--- src/rtl/seg7_scroll_mux.sv ---
// seg7_scroll_mux: scrolls a NUM_DIGITS-wide window of a writable character buffer
// across a multiplexed common-anode seven-segment display, manually or on a timer.
module seg7_scroll_mux #(
    parameter int NUM_DIGITS  = 4,
    parameter int MSG_DEPTH   = 16,
    parameter int REFRESH_DIV = 100000,
    parameter int AUTO_DIV    = 50000000,
    localparam int AW = $clog2(MSG_DEPTH)
) (
    input  logic                  CLOCK,
    input  logic                  RESET,
    input  logic                  wr_en,
    input  logic [AW-1:0]         wr_addr,
    input  logic [4:0]            wr_data,
    input  logic [AW:0]           msg_len,
    input  logic                  step,
    input  logic                  mode,
    output logic [NUM_DIGITS-1:0] an,
    output logic [6:0]            seg,
    output logic                  dp,
    output logic [AW-1:0]         pos
);
    localparam int RW = $clog2(REFRESH_DIV);
    localparam int TW = $clog2(AUTO_DIV);
    localparam int DW = NUM_DIGITS > 1 ? $clog2(NUM_DIGITS) : 1;
    localparam int SW = AW + 4;
    localparam logic [6:0] GLYPH [16] = '{7'h40, 7'h79, 7'h24, 7'h30, 7'h19, 7'h12, 7'h02, 7'h78,
                                          7'h00, 7'h10, 7'h08, 7'h4F, 7'h2F, 7'h55, 7'h3F, 7'h7F};

    logic [4:0]    mem [MSG_DEPTH];
    logic [RW-1:0] ref_cnt;
    logic [TW-1:0] auto_cnt;
    logic [DW-1:0] d;
    logic          step_q;
    logic [AW:0]   len_eff;
    logic          adv;
    logic          blank;
    logic [SW-1:0] k;
    logic [SW-1:0] idx_raw;
    logic [AW-1:0] rd_addr;
    logic [4:0]    entry;

    always_comb begin
        len_eff = (msg_len > (AW+1)'(MSG_DEPTH)) ? (AW+1)'(MSG_DEPTH) : msg_len;
        adv     = mode ? (auto_cnt == TW'(AUTO_DIV - 1)) : (step & ~step_q);
        k       = SW'(NUM_DIGITS - 1) - SW'(d);
        idx_raw = SW'(pos) + k;
        // pos + k < 2*len_eff whenever the digit is not blank, so one subtract suffices
        rd_addr = AW'((idx_raw >= SW'(len_eff)) ? idx_raw - SW'(len_eff) : idx_raw);
        blank   = k >= SW'(len_eff);
        entry   = blank ? 5'h0F : mem[rd_addr];
    end

    always_ff @(posedge CLOCK or posedge RESET) begin
        if (RESET) begin
            for (int i = 0; i < MSG_DEPTH; i++) mem[i] <= 5'h0F;
        end else if (wr_en) begin
            mem[wr_addr] <= wr_data;
        end
    end

    always_ff @(posedge CLOCK or posedge RESET) begin
        if (RESET) begin
            ref_cnt  <= '0;
            d        <= '0;
            auto_cnt <= '0;
            step_q   <= 1'b1;
            pos      <= '0;
        end else begin
            ref_cnt  <= (ref_cnt == RW'(REFRESH_DIV - 1)) ? '0 : ref_cnt + RW'(1);
            if (ref_cnt == RW'(REFRESH_DIV - 1))
                d <= (d == DW'(NUM_DIGITS - 1)) ? '0 : d + DW'(1);
            auto_cnt <= (!mode || auto_cnt == TW'(AUTO_DIV - 1)) ? '0 : auto_cnt + TW'(1);
            step_q   <= step;
            if (len_eff == '0 || {1'b0, pos} >= len_eff)
                pos <= '0;
            else if (adv)
                pos <= ({1'b0, pos} + (AW+1)'(1) == len_eff) ? '0 : pos + AW'(1);
        end
    end

    always_ff @(posedge CLOCK or posedge RESET) begin
        if (RESET) begin
            an  <= '1;
            seg <= 7'h7F;
            dp  <= 1'b1;
        end else begin
            an  <= ~(NUM_DIGITS'(1) << d);
            seg <= GLYPH[entry[3:0]];
            dp  <= ~entry[4];
        end
    end
endmodule

--- config.mk ---
export PLATFORM = sky130hd
export DESIGN_NAME = seg7_scroll_mux
export DESIGN_NICKNAME = d
export VERILOG_FILES = /design/src/rtl/seg7_scroll_mux.sv
export SDC_FILE = /design/constraint.sdc
export NUM_CORES = 1
export LEC_CHECK = 0
export BUFFER_PORTS_ARGS = -buffer_cell sky130_fd_sc_hd__buf_2
export CAP_MARGIN = 10
export CORE_ASPECT_RATIO = 0.75
export CORE_MARGIN = 4
export CORE_UTILIZATION = 30
export CTS_CLUSTER_DIAMETER = 200
export DETAILED_ROUTE_END_ITERATION = 8
export PLACE_DENSITY = 0.46
export SYNTH_ARGS = -nofsm -noshare
export SYNTH_HDL_FRONTEND = slang
export SYNTH_SLANG_ARGS = --single-unit
--- constraint.sdc ---
create_clock -name CLOCK -period 6.7 [get_ports CLOCK]
set_input_delay 2.01 -clock CLOCK [delete_from_list [all_inputs] [get_ports CLOCK]]
set_output_delay 2.01 -clock CLOCK [all_outputs]
set_load 0.005 [all_outputs]
==> metrics.cfg, run 1 <==
[run_status]
status=finished, final reports clean

[yosys]
synth.cell_area_um2=7740
synth-adder-area-share=0.0439
synth.mux.area_fraction=0.0966
dominant_combinational_cell_family_by_area_after_synthesis=compound AO/OA/AOI/OAI gates
synth_simple_gate_area_share=0.142
synth_seq_area_share=0.471
synthArstFlopShare=1.00
compound_cell_area_share_of_the_yosys_netlist=0.147
yosys_warnings=0
synth.distinct_cells=63
synth_seq_cells=142
postSynthCellCount=741
dominantRegCellSynth=sky130_fd_sc_hd__dfstp_2
synth_xor_xnor_area_share=0.0475
synth-edff-count=0
syn_avg_cell_area_um2=10.5
synthesis.nets=786

[detailed_routing]
dr.first_iter.drc_count=440
totalWireLength_mm=19.1
detailroute.wirelength.met2_mm=7.67
drt_drc_violations_left=0
avgRoutedWirePerCell_um=17.1
drt_first_pass_iters=5
wl_met3_um=769
drt-vias-per-instance=4.98
postRouteAntennaNets=0
drt-met1-wl_mm=10.5
routed.top_layer=met4
total_via_count_in_the_routed_design=5568

[place]
post-place-cells=1087
placement.io_buffers=34
global_placement_routability_congestion=0.782
dp_hpwl_mm=13.3

[global_route]
grt_start_max_net_pins=64
first_global_vias=5525
grt-ovfl-total=0
grt_antenna_before_repair=0
grt_first_pass_wirelength_mm=31.7
grt.total_usage=0.139

[timing]
maxClockFrequency_ghz=0.180
finalMaxSlewViolations=0
final-hold-violation-count=0
setup-tns-final_ps=0
finClkSkew_ps=11.6
layout_worst_path_cycle_share=0.829
fin_crit_ps=5560
grt_setup_unrepaired=no
finalSetupViolations=0
slew_headroom=0.257
timing_worst_slew_pin_value_ps=1100

[critical_path]
cp-end-kind=flop
timing.critical_path.arrival_ps=5910
slowest_stage=sky130_fd_sc_hd__o22a_1
timing.critical_path.from_type=input port
critical-path-max-stage-delay_ps=840
worstPathMaxFanout=26
critPathKind=input port to flop
critPathMostFrequentCell=sky130_fd_sc_hd__ha_1
critical-path-top-delay-family=compound AO/OA/AOI/OAI gates
worst-path-buf-inv=2
worst_ep_required_time_ps=7050
cp_cell_sequence=buf_2, nor2b_1, ha_1, fa_1, a21boi_1, o221a_1, o22a_1, o211ai_1, a211oi_1, or4_1, inv_1, ha_1, nand2_1, a32o_1

[clock_network]
tritoncts_clock_tree=yes
cts_hold_buffers=0
cts_buffers=17
htree_levels=4
worst_setup_hold_path_clk_slew_ps=60
ctsLongestPathBuffers=2
clkLatencyLatePin_ps=430
cts.repair_timing.setup_buffer_count=0
cts_repair_resize_count=0
clockRootBuffer=sky130_fd_sc_hd__clkbuf_16
number_of_clock_sinks_seen_by_cts=142

[die]
die_width_um=194
floorplan.die_area_um2=28500
die_h_um=147
initial_utilization=0.307
number_of_primary_i_o_pins=35
floorplan.core_area_um2=25200
rows=50

[power]
clkPwrFrac=0.277
powerDensity_nw_per_um2=412
internal_power_mw=2.28
seq_power_share=0.322
combinationalPowerShare=0.402
power_switching_share=0.377
ir_drop_mv=0.200
switching_power_mw=1.38
total_leakage_power_nw=3.60

[final_layout]
fill_cells=2536
num_antenna_cells=0
syn2layout_area_growth_pct=14.5
final_layout_size_suffix_gt1_frac=0.307
fin_cells=1119
nNetsFinal=813

[min_path]
worst_min_path_class=flop to flop

[job]
timing.max_cap.violations=0

-- stage by stage --
stage / power (mW) / area (µm²) / setup slack (ps) / utilization / hold slack [ps]
after global placement: 2.65 / 8240 / 866 / 0.327 / 439
after CTS: 3.68 / 8870 / 1190 / 0.352 / 460
after detailed placement: 2.65 / 8240 / 751 / 0.327 / 444
after floorplan: 2.29 / 7740 / 1010 / - / 424
final: 3.66 / 8870 / 1140 / 0.352 / 456
after global routing: 3.91 / 8870 / 857 / 0.352 / 467
-- layout make-up --
cell class | instances | area, µm² | share of cell area
clock inverters | 14 | 179 | 0.0202
repair buffers | 46 | 260 | 0.0293
multi-input cells | 510 | 3710 | 0.418
flip-flops and latches | 142 | 3650 | 0.412
well taps | 338 | 423 | 0.0477
clock buffers | 18 | 450 | 0.0508
inverters | 51 | 196 | 0.0222
-- per-layer routing --
layer  track usage  vias to the layer above
li1              -                     2716
met1         0.222                     2737
met2         0.185                      104
met3        0.0319                       11
met4        0.0361                        0
met5             0                        -
-- power by group through the flow --
stage          sequential, mW  combinational (mW)  clock (mW)
3_5_place_dp             1.19                1.45           0
3_3_place_gp             1.19                1.45           0
4_1_cts                  1.18                1.46        1.04
6_report                 1.18                1.47        1.01
5_1_grt                  1.19                1.63        1.08
2_1_floorplan            1.16                1.13           0
-- cells in the mapped netlist, types with 22 or more instances --
cell type                  instances  share of area
sky130_fd_sc_hd__o221ai_1         24          0.027
sky130_fd_sc_hd__nor2_1           56          0.027
sky130_fd_sc_hd__xor2_1           23          0.026
sky130_fd_sc_hd__o21ai_0          31          0.020
sky130_fd_sc_hd__o211ai_1         25          0.024
sky130_fd_sc_hd__dfrtp_1          65           0.21
sky130_fd_sc_hd__inv_1            51          0.025
sky130_fd_sc_hd__ha_1             24          0.039
sky130_fd_sc_hd__mux2_2           62          0.090
sky130_fd_sc_hd__clkbuf_1         22          0.011
sky130_fd_sc_hd__nand3_1          38          0.025
sky130_fd_sc_hd__nand2_1          66          0.032
sky130_fd_sc_hd__a211oi_1         22          0.021
sky130_fd_sc_hd__dfstp_2          77           0.26
-- placed cells by master, fill, tap and decap left out, drive strengths merged, types with 2 or more instances in the layout --
cell type,count
nand3,38
clkbuf,18
ha,24
mux2i,2
clkinv,3
or4b,2
a21o,5
bufinv,3
clkinvlp,3
a211oi,22
or4,5
nor3b,5
nor4,5
nor2,56
dfstp,77
and4,4
dfrtp,65
and3,7
o22ai,2
inv,56
a21boi,3
o211ai,28
mux2,64
o221a,9
xnor2,19
and2,3
nand2b,10
fa,2
a21oi,9
or3,7
nand2,66
buf,46
o221ai,24
o21ai,32
nor2b,7
nand4,4
xor2,23
o2111ai,3
nand3b,2
-- final timing paths --
check                      cells after the start  slack [ps]   startpoint      endpoint
min reg2reg                                    1         460  auto_cnt[0]   auto_cnt[0]
max reg2reg                                   16        1800         d[1]        seg[1]
max                                           14        1140   msg_len[4]        seg[1]
max in group asynchronous                      3        3890        RESET  auto_cnt[20]
min                                            1         460  auto_cnt[0]   auto_cnt[0]
min in group asynchronous                      2        1600        RESET       mem[29]
-- registers in the layout (all words and copies together), names as in the netlist --
signal / cells
an: 4
auto_cnt: 26
d: 2
dp: 1
mem: 80
pos: 4
ref_cnt: 17
seg: 7
step_q: 1
-- logic make-up (layout without fill, tap and decap cells) --
group	after synthesis	after routing
muxes	66	66
adders and majority gates	26	26
DFF	142	142
buffers and inverters	89	129
xor gates and xnor gates	42	42
AOI/OAI and AO/OA	151	151
and+or+nand+nor	225	225
No activity file was read; power rests on OpenSTA's default activity.
==> run 2: changes to the inputs <==
ABC_AREA = 1   (was not set)
clock period = 5.25 ns   (was 6.7 ns; I/O delays follow)
==> run 2 against run 1 <==
Via count is 12% higher. Largest cell class is now sequential cells. Routed wire length is 2.1% higher. Critical path type unchanged. Sequential share of layout area hardly changed. Sequential power is 27% higher. First-iteration DRC count is 21% lower. Combinational power is 100% higher. Critical endpoint is now seg[3]. Largest power group unchanged. Critical path depth is 13 higher.
==> metrics.cfg, run 2 <==
[critical_path]
setup_slack_of_the_worst_register_to_register_path_ps=1280  ; -520 ps
regToRegStartpoint=d[0]
worst_ep_required_time_ps=5620  ; -1430 ps
timing.critical_path.arrival_ps=4860  ; -1050 ps
startpoint_of_the_worst_setup_timing_path=msg_len[2]
cp-end-kind=flop
timing.critical_path.from_type=input port
worstPathMaxFanout=36  ; +38%
critPathKind=input port to flop

[global_route]
grt_start_max_net_pins=91  ; +42%
first_global_vias=5927  ; +7.3%
grt_antenna_before_repair=0  ; unchanged
grt-ovfl-total=0  ; unchanged
grt_first_pass_wirelength_mm=32.2  ; +1.4%
grt.total_usage=0.144  ; +0.00460

[clock_network]
cts_hold_buffers=0  ; unchanged
number_of_clock_sinks_seen_by_cts=142  ; unchanged
cts_buffers=17  ; unchanged
tritoncts_clock_tree=yes
cts.repair_timing.setup_buffer_count=0  ; unchanged
ctsLongestPathBuffers=2  ; unchanged
clockRootBuffer=sky130_fd_sc_hd__clkbuf_16
clkLatencyLatePin_ps=430  ; about the same
worst_setup_hold_path_clk_slew_ps=60  ; about the same
cts_repair_resize_count=0  ; unchanged
htree_levels=4  ; unchanged

[final_layout]
largest_register=mem
nNetsFinal=1057  ; +30%
most_frequent_standard_cell_in_the_layout_excluding_fill_and_tap_cells=sky130_fd_sc_hd__nand2_1
final_area_um2=8860  ; about the same
final_layout_size_suffix_gt1_frac=0.184  ; -0.123
largest_register_ffs=80  ; unchanged
num_antenna_cells=0  ; unchanged
registers_with_the_highest_flip_flop_counts=mem (80), auto_cnt (26), ref_cnt (17)
fill_cells=2689  ; +6.0%
syn2layout_area_growth_pct=14.9
layout.cells.most_common_list=sky130_fd_sc_hd__nand2_1, sky130_fd_sc_hd__inv_1, sky130_fd_sc_hd__o21ai_0

[detailed_routing]
drt_drc_violations_left=0  ; unchanged
avgRoutedWirePerCell_um=14.3  ; -16%
drt-vias-per-instance=4.59  ; -7.7%
postRouteAntennaNets=0  ; unchanged
drt_first_pass_iters=5  ; unchanged
totalWireLength_mm=19.5  ; +2.1%
dr.first_iter.drc_count=348  ; -21%
total_via_count_in_the_routed_design=6257  ; +12%

[yosys]
syn_avg_cell_area_um2=7.95  ; -24%
synth.mux.area_fraction=0  ; -0.0966
dominantRegCellSynth=sky130_fd_sc_hd__dfstp_2
synth.cell_area_um2=7710  ; -0.39%
top_area_cell_type_share_of_the_netlist_area=0.262  ; +0.00102
synth_xor_xnor_area_share=0.0125  ; -0.0350
compound_cell_area_share_of_the_yosys_netlist=0.108  ; -0.0392
synth-adder-area-share=0.0441  ; +0.000171
synth_seq_area_share=0.473  ; +0.00183
yosys_warnings=0  ; unchanged
synth.area.top_cells=sky130_fd_sc_hd__dfstp_2, sky130_fd_sc_hd__dfrtp_1, sky130_fd_sc_hd__nand2_1
synthArstFlopShare=1.00  ; unchanged
synthesis.nets=1015  ; +29%
synth-edff-count=0  ; unchanged
synthTopCellsByCount=sky130_fd_sc_hd__nand2_1, sky130_fd_sc_hd__inv_1, sky130_fd_sc_hd__o21ai_0
synthDominantAreaCellType=sky130_fd_sc_hd__dfstp_2
synth.distinct_cells=42  ; -33%
synth_seq_cells=142  ; unchanged
postSynthCellCount=970  ; +31%
post-synth-top-count-cell=sky130_fd_sc_hd__nand2_1
synth_simple_gate_area_share=0.273  ; +0.131
dominant_combinational_cell_family_by_area_after_synthesis=simple AND/OR/NAND/NOR gates

[power]
report.power.total_mw=5.65  ; +54%
clkPwrFrac=0.208  ; -0.069
total_leakage_power_nw=4.12  ; +14%
seq_power_share=0.265  ; -0.057
switching_power_mw=2.59  ; +88%
internal_power_mw=3.06  ; +34%
powerDensity_nw_per_um2=638  ; +55%
ir_drop_mv=0.383  ; +91%
power_switching_share=0.458  ; +0.0814
combinationalPowerShare=0.527  ; +0.125

[die]
rows=50  ; unchanged
die_h_um=147  ; -0.18%
number_of_primary_i_o_pins=35  ; unchanged
initial_utilization=0.307  ; -0.000430
die_width_um=193  ; -0.19%
floorplan.die_area_um2=28400  ; -0.37%
floorplan.core_area_um2=25100  ; -0.25%

[timing]
final-hold-violation-count=0  ; unchanged
slew_headroom=0.526  ; +0.269
fin_crit_ps=4490
finClkSkew_ps=9.24  ; -2.38 ps
timing_worst_slew_pin_value_ps=710  ; -395 ps
grt_setup_unrepaired=no
finalSetupViolations=0  ; unchanged
setup-tns-final_ps=0  ; unchanged
layout_worst_path_cycle_share=0.855
finalMaxSlewViolations=0  ; unchanged
maxClockFrequency_ghz=0.223

[place]
detailed_place.area_um2=8300  ; +0.68%
global_placement_routability_congestion=0.793  ; +1.5%
dp_hpwl_mm=13.7  ; +2.7%
placement.io_buffers=34  ; unchanged

[min_path]
min_from=auto_cnt[0]
worst_min_path_class=flop to flop

[job]
timing.max_cap.violations=0  ; unchanged

[run_status]
status=finished, final reports clean

run 2: cell types whose count changed after synthesis, moves of 17 or more:
cell                       delta
sky130_fd_sc_hd__o211ai_1    -20
sky130_fd_sc_hd__xor2_1      -17
sky130_fd_sc_hd__inv_1       +99
sky130_fd_sc_hd__nand3_1     +56
sky130_fd_sc_hd__a211oi_1    -21
sky130_fd_sc_hd__nand2_1    +188
sky130_fd_sc_hd__mux2_2      -62
sky130_fd_sc_hd__a21oi_1     +23
sky130_fd_sc_hd__o221ai_1    -24
sky130_fd_sc_hd__o21ai_0     +71
run 2: layout make-up:
type,count,area [µm²],share of cell area
repair buffers,43,275,0.0311
clock buffers,18,439,0.0496
inverters,152,574,0.0648
flip-flops and latches,142,3650,0.412
clock inverters,14,126,0.0143
well taps,338,423,0.0477
multi-input cells,656,3370,0.381
run 2: routing by layer:
layer  track usage  wire length, µm  vias up
li1              -                -     3209
met1         0.229            10700     2935
met2         0.194             7850       98
met3        0.0259              689       15
met4        0.0442              234        0
met5             0                0        -
run 2: power groups by stage:
stage               clock [mW]  combinational (mW)  sequential (mW)
floorplan                    0                2.27             1.49
global placement             0                3.01             1.52
detailed placement           0                2.97             1.51
CTS                       1.21                2.98             1.50
global route              1.25                3.43             1.52
finish                    1.17                2.98             1.50
run 2: path summary, 6_finish.rpt:
check,end,cells after the start
setup / recovery,seg[3],27
hold / removal,auto_cnt[0],1
setup reg to reg,seg[3],24
hold reg to reg,auto_cnt[0],1
max in group asynchronous,an[2],3
min in group asynchronous,auto_cnt[4],2
run 2: logic make-up (layout without fill, tap and decap cells):
kind of cell,after synthesis,after routing
simple gates,462,462
buf+inv,172,227
compound gates,157,157
flops,142,142
fa+ha+maj,26,26
xor+xnor,11,11
run 2: stage by stage:
stage | util | instances | hold slack [ps] | setup WS (ps)
4_1_cts | 0.352 | 1363 | 461 | 753
5_1_grt | 0.352 | 1363 | 478 | 325
2_1_floorplan | - | 970 | 425 | 966
3_5_place_dp | 0.330 | 1331 | 452 | 323
3_3_place_gp | 0.330 | 1331 | 450 | 397
6_report | 0.352 | 1363 | 458 | 762
run 2: critical path, cell delays in order:
cell and delay [ps]:
sky130_fd_sc_hd__buf_2 110, sky130_fd_sc_hd__nor2_1 60, sky130_fd_sc_hd__nand3_1 60, sky130_fd_sc_hd__inv_1 50, sky130_fd_sc_hd__nor2_1 160, sky130_fd_sc_hd__nor2_1 120
sky130_fd_sc_hd__ha_1 240, sky130_fd_sc_hd__fa_1 450, sky130_fd_sc_hd__nand2_1 90, sky130_fd_sc_hd__nand2_1 60, sky130_fd_sc_hd__nand2_2 70, sky130_fd_sc_hd__nand2_4 80
sky130_fd_sc_hd__nand2_8 110, sky130_fd_sc_hd__nand2_4 80, sky130_fd_sc_hd__nand2_4 290, sky130_fd_sc_hd__nand2_1 100, sky130_fd_sc_hd__nand2_1 90, sky130_fd_sc_hd__nand2_1 50
sky130_fd_sc_hd__nand3_1 60, sky130_fd_sc_hd__nand3_1 130, sky130_fd_sc_hd__nand3_2 150, sky130_fd_sc_hd__inv_1 100, sky130_fd_sc_hd__ha_1 290, sky130_fd_sc_hd__inv_1 40
sky130_fd_sc_hd__a21oi_1 110, sky130_fd_sc_hd__nand2_1 70, sky130_fd_sc_hd__nand2_1 60
